[config.mk]
export PLATFORM = sky130hd
export DESIGN_NAME = video_link_sequencer
export DESIGN_NICKNAME = d
export VERILOG_FILES = /design/src/rtl/video_link_sequencer.sv
export SDC_FILE = /design/constraint.sdc
export NUM_CORES = 1
export LEC_CHECK = 0
export ABC_AREA = 1
export CORE_UTILIZATION = 57
export DETAILED_ROUTE_END_ITERATION = 8
export PLACE_DENSITY = 0.85
export REMOVE_ABC_BUFFERS = 1
export SETUP_SLACK_MARGIN = 0.15
export SYNTH_ARGS = -nofsm -noshare
export SYNTH_HDL_FRONTEND = slang
export SYNTH_SLANG_ARGS = --single-unit
[constraint.sdc]
create_clock -name clk_25mhz -period 1.8 [get_ports clk_25mhz]
set_input_delay 0.36 -clock clk_25mhz [delete_from_list [all_inputs] [get_ports clk_25mhz]]
set_output_delay 0.36 -clock clk_25mhz [all_outputs]
set_load 0.01 [all_outputs]
[src/rtl/video_link_sequencer.sv]
// Bring-up, supervision and tear-free update scheduling for the HDMI pixel datapath.
// Build option: define LOCK_RECOVER_EN to re-run bring-up on lock loss instead of latching a fault.
`timescale 1ns/1ps
module video_link_sequencer #(
  parameter int SETTLE_CYCLES    = 1024,
  parameter int WARMUP_FRAMES    = 2,
  parameter int UPD_WIN_CYCLES   = 1600,
  parameter bit VSYNC_ACTIVE_LOW = 1'b1,
  parameter int FRAME_W          = 16
) (
  input  logic               clk_25mhz,
  input  logic               reset,
  input  logic               locked,
  input  logic               v_sync,
  input  logic               upd_req,
  output logic               enc_rst,
  output logic               pix_en,
  output logic               link_up,
  output logic               upd_ack,
  output logic               upd_win,
  output logic               fault,
  output logic [FRAME_W-1:0] frame_cnt
);

  localparam int SC_W = (SETTLE_CYCLES  > 1) ? $clog2(SETTLE_CYCLES)  : 1;
  localparam int WF_W = (WARMUP_FRAMES  > 1) ? $clog2(WARMUP_FRAMES)  : 1;
  localparam int UW_W = (UPD_WIN_CYCLES > 1) ? $clog2(UPD_WIN_CYCLES) : 1;

  localparam logic [SC_W-1:0] SETTLE_LAST = SC_W'(SETTLE_CYCLES - 1);
  localparam logic [WF_W-1:0] WARM_LAST   = WF_W'(WARMUP_FRAMES - 1);
  localparam logic [UW_W-1:0] WIN_LAST    = UW_W'(UPD_WIN_CYCLES - 1);

  typedef enum logic [2:0] {
    S_WAIT_LOCK,
    S_SETTLE,
    S_WARMUP,
    S_ACTIVE,
    S_FAULT
  } state_e;

`ifdef LOCK_RECOVER_EN
  localparam state_e LOSS_STATE = S_WAIT_LOCK;
`else
  localparam state_e LOSS_STATE = S_FAULT;
`endif

  state_e              state_q, state_d;
  logic                lk_meta_q, lk_meta_d;
  logic                lk_s_q, lk_s_d;
  logic                vs_q, vs_d;
  logic [SC_W-1:0]     settle_cnt_q, settle_cnt_d;
  logic [WF_W-1:0]     warm_cnt_q, warm_cnt_d;
  logic [UW_W-1:0]     win_cnt_q, win_cnt_d;
  logic                enc_rst_q, enc_rst_d;
  logic                pix_en_q, pix_en_d;
  logic                link_up_q, link_up_d;
  logic                upd_ack_q, upd_ack_d;
  logic                upd_win_q, upd_win_d;
  logic                fault_q, fault_d;
  logic [FRAME_W-1:0]  frame_cnt_q, frame_cnt_d;

  logic vs_asserted;
  logic fe;
  logic grant;
  logic kill_win;

  always_ff @(posedge clk_25mhz or posedge reset) begin
    if (reset) begin
      state_q      <= S_WAIT_LOCK;
      lk_meta_q    <= 1'b0;
      lk_s_q       <= 1'b0;
      vs_q         <= 1'b0;
      settle_cnt_q <= '0;
      warm_cnt_q   <= '0;
      win_cnt_q    <= '0;
      enc_rst_q    <= 1'b1;
      pix_en_q     <= 1'b0;
      link_up_q    <= 1'b0;
      upd_ack_q    <= 1'b0;
      upd_win_q    <= 1'b0;
      fault_q      <= 1'b0;
      frame_cnt_q  <= '0;
    end else begin
      state_q      <= state_d;
      lk_meta_q    <= lk_meta_d;
      lk_s_q       <= lk_s_d;
      vs_q         <= vs_d;
      settle_cnt_q <= settle_cnt_d;
      warm_cnt_q   <= warm_cnt_d;
      win_cnt_q    <= win_cnt_d;
      enc_rst_q    <= enc_rst_d;
      pix_en_q     <= pix_en_d;
      link_up_q    <= link_up_d;
      upd_ack_q    <= upd_ack_d;
      upd_win_q    <= upd_win_d;
      fault_q      <= fault_d;
      frame_cnt_q  <= frame_cnt_d;
    end
  end

  // Sequencer: bring-up counters and lock supervision.
  always_comb begin
    lk_meta_d    = locked;
    lk_s_d       = lk_meta_q;
    vs_asserted  = VSYNC_ACTIVE_LOW ? ~v_sync : v_sync;
    vs_d         = vs_asserted;
    fe           = vs_asserted & ~vs_q;
    state_d      = state_q;
    settle_cnt_d = settle_cnt_q;
    warm_cnt_d   = warm_cnt_q;

    case (state_q)
      S_WAIT_LOCK: begin
        if (lk_s_q) begin
          state_d      = S_SETTLE;
          settle_cnt_d = SETTLE_LAST;
        end
      end
      S_SETTLE: begin
        if (settle_cnt_q == '0) begin
          state_d    = S_WARMUP;
          warm_cnt_d = '0;
        end else begin
          settle_cnt_d = settle_cnt_q - 1'b1;
        end
      end
      S_WARMUP: begin
        if (fe) begin
          if (warm_cnt_q == WARM_LAST) begin
            state_d = S_ACTIVE;
          end else begin
            warm_cnt_d = warm_cnt_q + 1'b1;
          end
        end
      end
      S_ACTIVE: begin
        state_d = S_ACTIVE;
      end
      default: begin
        state_d = S_FAULT;
      end
    endcase

    if (!lk_s_q && (state_q == S_SETTLE || state_q == S_WARMUP || state_q == S_ACTIVE)) begin
      state_d = LOSS_STATE;
    end
  end

  // Registered outputs are derived from the next state so they change with it.
  always_comb begin
    enc_rst_d = !(state_d == S_WARMUP || state_d == S_ACTIVE);
    pix_en_d  = (state_d == S_ACTIVE);
    link_up_d = (state_d == S_ACTIVE);

    frame_cnt_d = '0;
    if (state_d == S_ACTIVE) begin
      frame_cnt_d = (state_q == S_ACTIVE && fe) ? frame_cnt_q + 1'b1 : frame_cnt_q;
    end

`ifdef LOCK_RECOVER_EN
    fault_d = 1'b0;
`else
    fault_d = fault_q | (state_d == S_FAULT);
`endif
  end

  // Update scheduler: outside ACTIVE grant at once, inside ACTIVE only at a frame edge.
  always_comb begin
    grant = 1'b0;
    if (state_q == S_ACTIVE) begin
      grant = fe & upd_req;
    end else if (state_q != S_FAULT) begin
      grant = upd_req & ~upd_win_q;
    end

    kill_win = (state_d == S_ACTIVE && state_q != S_ACTIVE) ||
               (state_d == S_WAIT_LOCK && state_q != S_WAIT_LOCK) ||
               (state_d == S_FAULT);

    upd_ack_d = 1'b0;
    upd_win_d = upd_win_q;
    win_cnt_d = win_cnt_q;
    if (kill_win) begin
      upd_win_d = 1'b0;
      win_cnt_d = '0;
    end else if (grant) begin
      upd_ack_d = 1'b1;
      upd_win_d = 1'b1;
      win_cnt_d = WIN_LAST;
    end else if (upd_win_q) begin
      if (win_cnt_q == '0) begin
        upd_win_d = 1'b0;
      end else begin
        win_cnt_d = win_cnt_q - 1'b1;
      end
    end
  end

  assign enc_rst   = enc_rst_q;
  assign pix_en    = pix_en_q;
  assign link_up   = link_up_q;
  assign upd_ack   = upd_ack_q;
  assign upd_win   = upd_win_q;
  assign fault     = fault_q;
  assign frame_cnt = frame_cnt_q;

endmodule

Yosys cells after proc, flatten, opt, wreduce, memory -nomap -nowiden:

Index checks and enable logic that the tools add are counted.

* bits in registers: 49
* output and inout port bits: 22
* latch bits: 0
* word-level logic and storage cells: 87
* memory bits (writable): 0
* input bits: 5
* bits in read-only memories: 0
* memories: 0

* shift operators: 0
* multipliers: 0
* reduce and logical (&&, ||, !) cells: 22
* $add $sub $neg: 4
* div/mod/pow operators: 0
* equal/unequal tests: 14
* bitwise gates (word level): 7
* mux-type cells: 27
* magnitude comparators: 0

Operator list (number)
* 2-to-1 mux 11 bit: 4
* 2-to-1 mux 16 bit: 2
* 2-to-1 mux 10 bit: 2
* one-hot mux 10 bit (2 select lines): 1
* adder 16 x 1 -> 16 bit, second input constant: 1
* 2-to-1 mux 3 bit: 5
* == test 3 x 2 -> 1 bit, second input constant: 4
* one-hot mux 3 bit (4 select lines): 1
* logical NOT 11 bit: 1
* 2-to-1 mux 1 bit: 11
* subtractor 11 x 1 -> 11 bit, second input constant: 1
* logical NOT 10 bit: 1
* subtractor 10 x 1 -> 10 bit, second input constant: 1
* != test 2 bit, second input constant: 4
* logical NOT 3 bit: 2
* != test 3 bit, second input constant: 2
* AND reduction 3 bit: 2
* nonzero test 3 bit: 2
* logical OR 1 bit: 5
* logical AND 1 bit: 4
* nonzero test 2 bit: 2
* AND 1 bit: 3
* == test 3 x 1 -> 1 bit, second input constant: 1
* == test 3 bit, second input constant: 1
* 8 further kinds: 11

Longest topological paths before layout:

Gate-level depths: netlist of the first run.

* depth after elaboration: 11
* gate-level depth with buffers: 12
* mapped depth without buffers: 12

Worst setup path after synthesis of the first run:

OpenSTA, ideal clock, no wires.

* path type: flip-flop to flip-flop
* start: register win_cnt_q[0]
* end: register win_cnt_q[2]
* clock period less this slack: 1.558 ns
* setup time: 0.066 ns
* stages on the path, launching flop included: 12
* slack: 0.242 ns
* arrival: 1.492 ns
* required time: 1.734 ns
* buffers on the path: 1
* path through: dfrtp_1 > inv_1 > ha_1 > inv_1 > nor2_1 > nand3b_1 > nand2_1 > nand2_4 > inv_2 > buf_6 > nand4_1 > nand2_1

* word-level cells in the longest chain between the ends: 5
* elaborated cells on any way between the ends: 8
* those cells by class: add/sub: 1; eq/ne: 1; mux: 4; reduce/logical: 2

RTL lines
* start: declaration: line 53 `logic [UW_W-1:0] win_cnt_q, win_cnt_d;`
* start signal: assignment: line 90 `win_cnt_q <= win_cnt_d;`
* subtractor 11 x 1 -> 11 bit: line 194 `win_cnt_d = win_cnt_q - 1'b1;`
* 2-to-1 mux 11 bit: line 191 `if (win_cnt_q == '0) begin`
* 2-to-1 mux 11 bit: line 190 `end else if (upd_win_q) begin`
* 2-to-1 mux 11 bit: line 186 `end else if (grant) begin`
* 2-to-1 mux 11 bit: line 183 `if (kill_win) begin`

Several ways; a longest one is shown, not always the timed one. The select of a mux whose other input is x is not followed.
A chain may end at the register's enable or synchronous reset.

Final worst setup path of the first run:

* start: register settle_cnt_q[4]
* end: register win_cnt_q[3]

* word-level cells in the longest chain between the ends: 10
* elaborated cells on any way between the ends: 15
* those cells by class: eq/ne: 3; mux: 4; reduce/logical: 8

RTL lines
* start: declaration: line 51 `logic [SC_W-1:0] settle_cnt_q, settle_cnt_d;`
* start signal: assignment: line 88 `settle_cnt_q <= settle_cnt_d;`
* logical NOT 10 bit *: line 120 `if (settle_cnt_q == '0) begin`
* 2-to-1 mux 3 bit *: line 120
* one-hot mux 3 bit (4 select lines) *: line 112 `case (state_q)`
* 2-to-1 mux 3 bit *: line 144 `if (!lk_s_q && (state_q == S_SETTLE || state_q == S_WARMUP || state_q == S_ACTIVE)) begin`
* == test 3 x 2 -> 1 bit or logical NOT 3 bit (tied branches): line 176, 177
* logical AND 1 bit, on equally long branches: line 176, 177
* logical OR 1 bit: line 176 `kill_win = (state_d == S_ACTIVE && state_q != S_ACTIVE) ||`
* logical OR 1 bit *: line 177 `(state_d == S_WAIT_LOCK && state_q != S_WAIT_LOCK) ||`
* != test 3 bit (no source line) or nonzero test 3 bit (tied branches)
* AND reduction 2 bit (no source line)

Mark *: on every way between the ends. The rest lies on a longest branch, timed or not.

==> reports/qor.yml, run 1 <==
drc: 0
diodes: 0
row_count: 24
layout-drive-gt1-share: 0.251
r2r-start: "settle_cnt_q[4]"
dr_wl_met2_um: 3590
crit_type: "reg2reg"
clock_path_buffers: 2
pin_count: 27
insertion_delay_ns: 0.31
antenna_found_initial: 0
fin_nets: 422
via_per_inst: 5.92
cts_tree: "done"
wl_met3_um: 513
numCtsBuffers: 5
yosysSeqAreaShare: 0.443
overflow: 0
postSynthAreaPerCell_um2: 7.91
drt_wl_total_um: 7180
fillers: 266
die-area_mm2: 0.00514
areaGrowthSynthToFinish_pct: 31.3
fmax_ghz: 0.579
holdBufCountCts: 0
post-route-min-period_ns: 1.73
r2r-end: "win_cnt_q[3]"
cp-start-kind: "register"
fin_area_mm2: 0.00364
yosysWarningCount: 0
vias: 2757
fin_ws_ns: 0.0729
cp-end-kind: "register"
grt_pass1_vias: 2543
clk_root_buffer_cell: "clkbuf_8"
slew_headroom: 0.693
dp.cells: 439
leakagePower_nw: 1.74
clk_pin_slew_worst_paths_ns: 0.09
die_h_um: 71.7
dpl_cell_area_mm2: 0.00321
ys_types: 34
start_util: 0.615
htreeDepth: 2
hold_path.class: "in2reg"
top_layer: "met4"
setup_violations: 0
drv_cap: 0
reg2reg_setup_slack_ns: 0.07
dr.pass1.iters: 7
drt-initial-drc-count: 409
syn-instance-count: 350
finalCritPeriodShare: 0.960
worstRegToRegCells: 10
drt.antenna.violating_nets: 0
finalClockSkew_ns: 0.0102
grt_setup_unrepaired: "yes"
die_w_um: 71.7
whs_ns: 0.292
worstPathRequired_ns: 2.05
status: "finished clean"
gp_congestion: 0.915
core-area_mm2: 0.00450
ir_drop_uv: 658
worstHoldEndpoint: "vs_q"
ys_seq_elements: 49
grt_max_degree: 50
cp_max_fo: 11
hold_depth: 2
wirelength_met1_um: 2880
layout_common_cells: "nand2_1, nor2_1, dfrtp_1"
wl_per_cell_um: 15.4
clkSinkCount: 49
arrival_ns: 1.98
hold_start: "v_sync"
fin_cells: 466
synth.cell_area_mm2: 0.00277
grt_pass1_wl_um: 10700
track_usage: 0.262
dpl.hpwl_um: 4140
portBuffers: 26
power_density_mw_per_mm2: 834
final_common_cell: "nand2_1"
finalMaxSlewViolations: 0
timing_hold_violations_final: 0
post-place-ws_ns: -0.124
tightestPinTransition_ns: 0.458
==> power breakdown <==
group	total [W]	switching [W]	internal [W]
registers	0.00125	0.0000808	0.00117
clock network	0.000770	0.000366	0.000404
logic	0.00101	0.000597	0.000413
total	0.00303	0.00104	0.00199
==> metal layers <==
layer | up-vias | global-route usage
met5 | - | 0
met4 | 0 | 0.0980
met3 | 29 | 0.0534
met2 | 159 | 0.451
met1 | 1306 | 0.327
li1 | 1263 | -
==> flip-flops by register name, summed over array words and instances (netlist names) <==
signal        cells
link_up           1
lk_meta_q         1
lk_s_q            1
vs_q              1
win_cnt_q        11
fault             1
enc_rst           1
state_q           3
warm_cnt_q        1
upd_ack           1
frame_cnt        16
upd_win           1
settle_cnt_q     10
==> area by class of cell <==
class	count	area (um2)	share of cell area
multi-input cells	252	1440	0.396
repair buffers	66	638	0.175
flip-flops and latches	49	1230	0.339
inverters	40	158	0.0434
well taps	52	65.1	0.0179
clock inverters	2	35.0	0.00964
clock buffers	5	68.8	0.0189
==> stage by stage <==
step | total power [W] | utilization | TNS, ns
final | 0.00303 | 0.807 | 0
after global routing | 0.00321 | 0.807 | -0.00811
after CTS | 0.00294 | 0.769 | 0
after detailed placement | 0.00215 | 0.714 | -2.40
after global placement | 0.00212 | 0.714 | -0.380
after floorplan | 0.00185 | - | 0
==> cell families after synthesis <==
kind of cell,synth area share
and+or+nand+nor,0.374
buffers and inverters,0.0840
DFF,0.443
AOI/OAI and AO/OA,0.0443
xor gates and xnor gates,0.0411
adders and majority gates,0.0136
==> worst max path at each step <==
stage / startpoint / to / slack (ns)
floorplan: settle_cnt_q[0] / frame_cnt[11] / 0.19
global placement: v_sync / frame_cnt[12] / -0.02
detailed placement: v_sync / frame_cnt[1] / -0.12
CTS: settle_cnt_q[4] / settle_cnt_q[5] / 0.14
global route: settle_cnt_q[4] / win_cnt_q[3] / -0.008
finish: settle_cnt_q[4] / win_cnt_q[3] / 0.07
==> Yosys cell counts <==
| cell | count | share of area |
|---|---|---|
| o21ai_2 | 1 | 0.0032 |
| inv_1 | 33 | 0.045 |
| nand4_4 | 1 | 0.0077 |
| xor2_1 | 11 | 0.035 |
| dfstp_2 | 1 | 0.0095 |
| nor2_1 | 52 | 0.070 |
| nor3_4 | 1 | 0.0059 |
| buf_6 | 5 | 0.020 |
| nand4_1 | 26 | 0.059 |
| a21boi_0 | 1 | 0.0027 |
| nand3_1 | 21 | 0.038 |
| buf_4 | 2 | 0.0054 |
| a21oi_2 | 1 | 0.0032 |
| nor2_4 | 1 | 0.0041 |
| xnor2_1 | 2 | 0.0063 |
| or2_2 | 2 | 0.0045 |
| nand2_1 | 82 | 0.11 |
| dfrtp_1 | 48 | 0.43 |
| a21oi_1 | 6 | 0.011 |
| ha_1 | 3 | 0.014 |
| buf_2 | 1 | 0.0018 |
| nand2_4 | 2 | 0.0081 |
| nor3_1 | 11 | 0.020 |
| a211oi_2 | 1 | 0.0045 |
| nand3b_1 | 6 | 0.016 |
| o21ai_0 | 11 | 0.020 |
| clkbuf_1 | 1 | 0.0014 |
| nand2_2 | 4 | 0.0090 |
| inv_4 | 1 | 0.0023 |
| nor3_2 | 1 | 0.0036 |
| nor2_2 | 2 | 0.0045 |
| nor3b_2 | 1 | 0.0045 |
| inv_2 | 6 | 0.0081 |
| nand3_2 | 2 | 0.0072 |
==> critical path, cell delays in order (launching register included) <==
cell	delay, ns
dfrtp_1	0.45
nor2_1	0.16
nand2_2	0.12
nor2_4	0.17
nand2_2	0.10
nand2_4	0.13
nand2_4	0.08
nand4_4	0.11
clkbuf_16	0.17
nand4_1	0.10
nand2_1	0.08
==> repair_timing <==
item                                    CTS  global route
endpoints found under the hold margin     0             0
resized for setup                        17            33
endpoints found under the setup margin   47            41
pin swaps                                 5            19
cloned                                    0             1
setup buffers                            13             6
Power figures use the tool's default switching activity.
==> inputs of run 2 (changes only) <==
Settings changed: CORE_UTILIZATION 57 to 54, PLACE_DENSITY 0.85 to 0.81.
==> run 2 against run 1 <==
Combinational power about the same. Wire length decreased by 7.3%. Critical path depth decreased by 4. Sequential power about the same. Highest routed layer unchanged.
==> reports/qor.yml, run 2 (synthesized netlist as in run 1, its figures left out) <==
fmax_ghz: 0.596  # +3.0%
cp_max_fo: 3  # -8
cts_tree: "done"
numCtsBuffers: 5  # unchanged
whs_ns: 0.331  # +0.0386 ns
fillers: 347  # +30%
drc: 0  # unchanged
power_density_mw_per_mm2: 849  # +1.7%
start_util: 0.575  # -0.0399
core-area_mm2: 0.00482  # +6.9%
worstRegToRegCells: 6  # -4
timing_hold_violations_final: 0  # unchanged
drt_wl_total_um: 6650  # -7.3%
tightestPinTransition_ns: 0.332  # -0.127 ns
grt_max_degree: 25  # -50%
r2r-end: "settle_cnt_q[2]"
layout_common_cells: "nand2_1, nor2_1, dfrtp_1"
track_usage: 0.253  # -0.00926
fin_cells: 481  # +3.2%
finalClockSkew_ns: 0.00739  # -0.00277 ns
slew_headroom: 0.779  # +0.0853
fin_nets: 421  # -0.24%
via_per_inst: 5.46  # -7.8%
clk_root_buffer_cell: "clkbuf_8"
worstPathRequired_ns: 2.03  # -0.02 ns
clk_pin_slew_worst_paths_ns: 0.08  # about the same
dpl_cell_area_mm2: 0.00324  # +0.66%
setup_tns_ns: 0  # unchanged
crit_type: "reg2reg"
fin_area_mm2: 0.00359  # -1.3%
areaGrowthSynthToFinish_pct: 29.6
largest_reg_flops: 16  # unchanged
dr.pass1.iters: 7  # unchanged
hold_path.class: "in2async"
setup_violations: 0  # unchanged
die-area_mm2: 0.00542  # +5.4%
diodes: 0  # unchanged
gp_congestion: 0.900  # -1.7%
htreeDepth: 2  # unchanged
wl_per_cell_um: 13.8  # -10%
status: "finished clean"
post-route-min-period_ns: 1.68  # -0.0503 ns
grt_pass1_wl_um: 10600  # -0.71%
die_h_um: 73.6  # +2.7%
layout-drive-gt1-share: 0.239  # -0.0121
reg2reg_setup_slack_ns: 0.12  # +0.05 ns
die_w_um: 73.6  # +2.7%
drv_cap: 0  # unchanged
r2r-start: "state_q[0]"
leakagePower_nw: 1.67  # -4.1%
clkSinkCount: 49  # unchanged
clock_path_buffers: 2  # unchanged
dpl.hpwl_um: 4310  # +4.0%
row_count: 25  # +4.2%
grt_setup_unrepaired: "yes"
drt-initial-drc-count: 261  # -36%
cp-end-kind: "register"
portBuffers: 26  # unchanged
finalCritPeriodShare: 0.932  # -0.0280
overflow: 0  # unchanged
final_common_cell: "nand2_1"
finalMaxSlewViolations: 0  # unchanged
antenna_found_initial: 0  # unchanged
drt.antenna.violating_nets: 0  # unchanged
grt_pass1_vias: 2411  # -5.2%
arrival_ns: 1.90  # -0.08 ns
pin_count: 27  # unchanged
holdBufCountCts: 0  # unchanged
insertion_delay_ns: 0.30  # about the same
cp-start-kind: "register"
ir_drop_uv: 770  # +17%
vias: 2625  # -4.8%
dp.cells: 456  # +3.9%
## run 2: how the worst max path moves through the flow
stage | startpoint | end | depth (start not counted)
CTS | state_q[1] | frame_cnt[9] | 9
global route | settle_cnt_q[1] | settle_cnt_q[5] | 11
floorplan | settle_cnt_q[0] | frame_cnt[11] | 11
finish | state_q[0] | settle_cnt_q[2] | 6
detailed placement | v_sync | frame_cnt[13] | 10
global placement | v_sync | frame_cnt[3] | 9
## run 2: critical path: stages (launching register included)
cell and delay [ns]:
dfrtp_1 0.44, inv_1 0.12, nor3_4 0.19, a21boi_1 0.33, nand2_1 0.15, or2_2 0.30
nand3_1 0.09
## run 2: final cells by class
| type | instances | area [um2] | area share |
|---|---|---|---|
| well taps | 67 | 83.8 | 0.0234 |
| clock inverters | 1 | 30.0 | 0.00837 |
| inverters | 40 | 160 | 0.0446 |
| repair buffers | 65 | 591 | 0.165 |
| clock buffers | 7 | 86.3 | 0.0241 |
| multi-input cells | 252 | 1410 | 0.392 |
| flip-flops and latches | 49 | 1230 | 0.343 |
## run 2: metrics by stage
stage / utilization / setup WS, ns / power (W)
finish: 0.745 / 0.123 / 0.00305
CTS: 0.719 / 0.142 / 0.00299
floorplan: - / 0.188 / 0.00185
global route: 0.745 / -0.00329 / 0.00324
global placement: 0.672 / -0.0368 / 0.00210
detailed placement: 0.672 / -0.0903 / 0.00213
## run 2: metal layers
layer	up-vias	wire length (um)	GRT usage	part of all wire
met5	-	0	0	0
met4	0	156	0.113	0.023
met3	18	321	0.0357	0.048
met2	106	3450	0.434	0.52
met1	1235	2730	0.316	0.41
li1	1266	-	-	-
## run 2: timing repair
item | CTS | global route
cloned | 0 | 0
gates resized for setup | 18 | 20
endpoints found under the setup margin | 41 | 42
setup buffers | 8 | 9
pin swaps | 4 | 2
endpoints found under the hold margin | 0 | 0
## run 2: power by group
group	leakage (nW)	total, W	switching, W	internal, W
clock network	0.0585	0.000797	0.000344	0.000453
registers	0.608	0.00125	0.0000734	0.00117
logic	1.00	0.00100	0.000592	0.000410
total	1.67	0.00305	0.00101	0.00204
==> inputs of run 3 (changes only) <==
Settings changed: CORE_MARGIN set to 4.
==> run 3 against run 2 <==
Non-clock buffer count up 4. Sequential power barely moved. Flip-flop and latch count unchanged. Combinational power is essentially flat. Worst hold slack better by 0.027 ns. Total power decreased by 5.6%. Largest power group unchanged. Die area grew 17%.
==> reports/qor.yml, run 3 (synthesized netlist as in run 1, its figures left out) <==
grt_max_degree: 25  # unchanged
cts_tree: "done"
hold_path.class: "in2async"
overflow: 0  # unchanged
vias: 2665  # +1.5%
cpPeakStageDelay_ns: 0.40  # -0.04 ns
htreeDepth: 2  # unchanged
insertion_delay_ns: 0.30  # about the same
finalMaxSlewViolations: 0  # unchanged
cp_slowest_cell: "dfrtp_1"
finalCritPeriodShare: 0.953  # +0.0213
crit_type: "reg2reg"
diodes: 0  # unchanged
critPathBufInv: 2  # +1
drt_wl_total_um: 6970  # +4.7%
arrival_ns: 1.91  # about the same
dr.pass1.iters: 5  # -2
start_util: 0.571  # -0.00371
grt_pass1_wl_um: 11200  # +5.5%
via_per_inst: 5.49  # +0.69%
utilization: 0.749  # +0.00397
gp_congestion: 0.910  # +1.1%
portBuffers: 26  # unchanged
r2r-end: "frame_cnt[12]"
final_common_cell: "nand2_1"
grt_setup_unrepaired: "yes"
status: "finished clean"
drc: 0  # unchanged
fin_nets: 425  # +0.95%
track_usage: 0.223  # -0.0306
reg2reg_setup_slack_ns: 0.08  # -0.04 ns
crit_chain: "inv_1, ha_2, nand2_2, nor2_4, nand2_2, nand2_4, nand2_4, nand2_4, inv_2, nand3b_1, nand2_1"
cp-start-kind: "register"
row_count: 25  # unchanged
crit_top_cell: "nand2_4"
power_density_mw_per_mm2: 792  # -6.8%
fmax_ghz: 0.583  # -2.2%
whs_ns: 0.358  # +0.0273 ns
finalClockSkew_ns: 0.00896  # +0.00157 ns
drt.antenna.violating_nets: 0  # unchanged
cp-end-kind: "register"
slew_headroom: 0.755  # -0.0235
antenna_found_initial: 0  # unchanged
cp_max_fo: 7  # +4
ir_drop_uv: 739  # -4.0%
die-area_mm2: 0.00634  # +17%
drt-initial-drc-count: 208  # -20%
largest_reg_flops: 16  # unchanged
core-area_mm2: 0.00485  # +0.65%
post-route-min-period_ns: 1.72  # +0.0384 ns
die_h_um: 79.6  # +8.2%
drv_cap: 0  # unchanged
areaGrowthSynthToFinish_pct: 31.1
timing_hold_violations_final: 0  # unchanged
die_w_um: 79.6  # +8.2%
dpl.hpwl_um: 4450  # +3.2%
leakagePower_nw: 1.74  # +4.6%
holdBufCountCts: 0  # unchanged
worstPathRequired_ns: 1.99  # -0.04 ns
clkSinkCount: 49  # unchanged
pin_count: 27  # unchanged
clk_root_buffer_cell: "clkbuf_8"
layout_common_cells: "nand2_1, nor2_1, dfrtp_1"
tightestPinTransition_ns: 0.366  # +0.0345 ns
crit_family: "simple AND/OR/NAND/NOR gates"
layout-drive-gt1-share: 0.251  # +0.0121
numCtsBuffers: 5  # unchanged
grt_pass1_vias: 2543  # +5.5%
r2r-start: "settle_cnt_q[1]"
setup_violations: 0  # unchanged
worstRegToRegCells: 11  # +5
wl_per_cell_um: 14.4  # +3.8%
clock_path_buffers: 2  # unchanged
clk_pin_slew_worst_paths_ns: 0.09  # about the same
-- run 3: changes by cell type in the layout (fill, tap and decap cells not counted), moves of 2 or more --
| cell | previous run | this run |
|---|---|---|
| clkdlybuf4s50_1 | 23 | 20 |
| nor2_2 | 3 | 5 |
| nor2_4 | 5 | 3 |
| inv_4 | 4 | 2 |
| nand2_4 | 3 | 7 |
| buf_4 | 36 | 39 |
| dlymetal6s2s_1 | 1 | 4 |
| inv_2 | 6 | 9 |
| clkinvlp_4 | 0 | 2 |
| nand3_2 | 4 | 2 |
| nand2_2 | 9 | 6 |
-- run 3: worst max-delay path by stage --
stage                                from       endpoint  slack (ns)  cells past startpoint
after detailed placement           v_sync   frame_cnt[7]       -0.09                      9
after floorplan           settle_cnt_q[0]  frame_cnt[11]        0.19                     11
after global routing      settle_cnt_q[4]   frame_cnt[7]       -0.03                      8
after CTS                   frame_cnt[12]  frame_cnt[12]        0.15                      1
after global placement             v_sync  frame_cnt[11]       -0.03                     10
final                     settle_cnt_q[1]  frame_cnt[12]        0.08                     11
-- run 3: per-stage QoR --
step | setup slack, ns | total power [W] | area (um2) | setup TNS (ns) | cells
2_1_floorplan | 0.188 | 0.00185 | 2690 | 0 | 341
3_3_place_gp | -0.0297 | 0.00211 | 3240 | -0.409 | 456
3_5_place_dp | -0.0851 | 0.00213 | 3240 | -0.827 | 456
4_1_cts | 0.150 | 0.00278 | 3450 | 0 | 476
5_1_grt | -0.0293 | 0.00309 | 3630 | -0.0661 | 485
6_report | 0.0848 | 0.00287 | 3630 | 0 | 485
-- run 3: final cells by class --
type / instances / area, um2
fill: 333 / 1220
inverter: 40 / 155
multi-input combinational: 252 / 1430
clock buffer: 6 / 72.6
clock inverter: 2 / 15.0
sequential: 49 / 1230
timing repair buffer: 69 / 646
tap: 67 / 83.8
-- run 3: where the power goes --
part           leakage, nW  switching [W]  internal [W]
Sequential           0.606      0.0000740       0.00118
Clock               0.0374       0.000357      0.000274
Combinational         1.10       0.000588      0.000407
Total                 1.74        0.00102       0.00186
-- run 3: worst register-to-register path, cell delays in order, from the launching register on --
cell and delay (ns):
dfrtp_1 0.40, inv_1 0.07, ha_2 0.18, nand2_2 0.07, nor2_4 0.17, nand2_2 0.09, nand2_4 0.11, nand2_4 0.09
nand2_4 0.15, inv_2 0.10, nand3b_1 0.11, nand2_1 0.07
-- run 3: routing by layer --
layer / vias to the layer above / wire length (um) / GRT usage
met2: 112 / 3620 / 0.375
li1: 1277 / - / -
met3: 20 / 369 / 0.0305
met4: 0 / 106 / 0.0962
met5: - / 0 / 0
met1: 1256 / 2870 / 0.285
-- run 3: repair_timing --
action                     4_1_cts  5_1_grt
gates resized for setup         13       32
setup buffers                   12        8
setup endpoints to repair       37       43
pin swaps                        4       17
hold endpoints to repair         0        0
cloned                           0        1
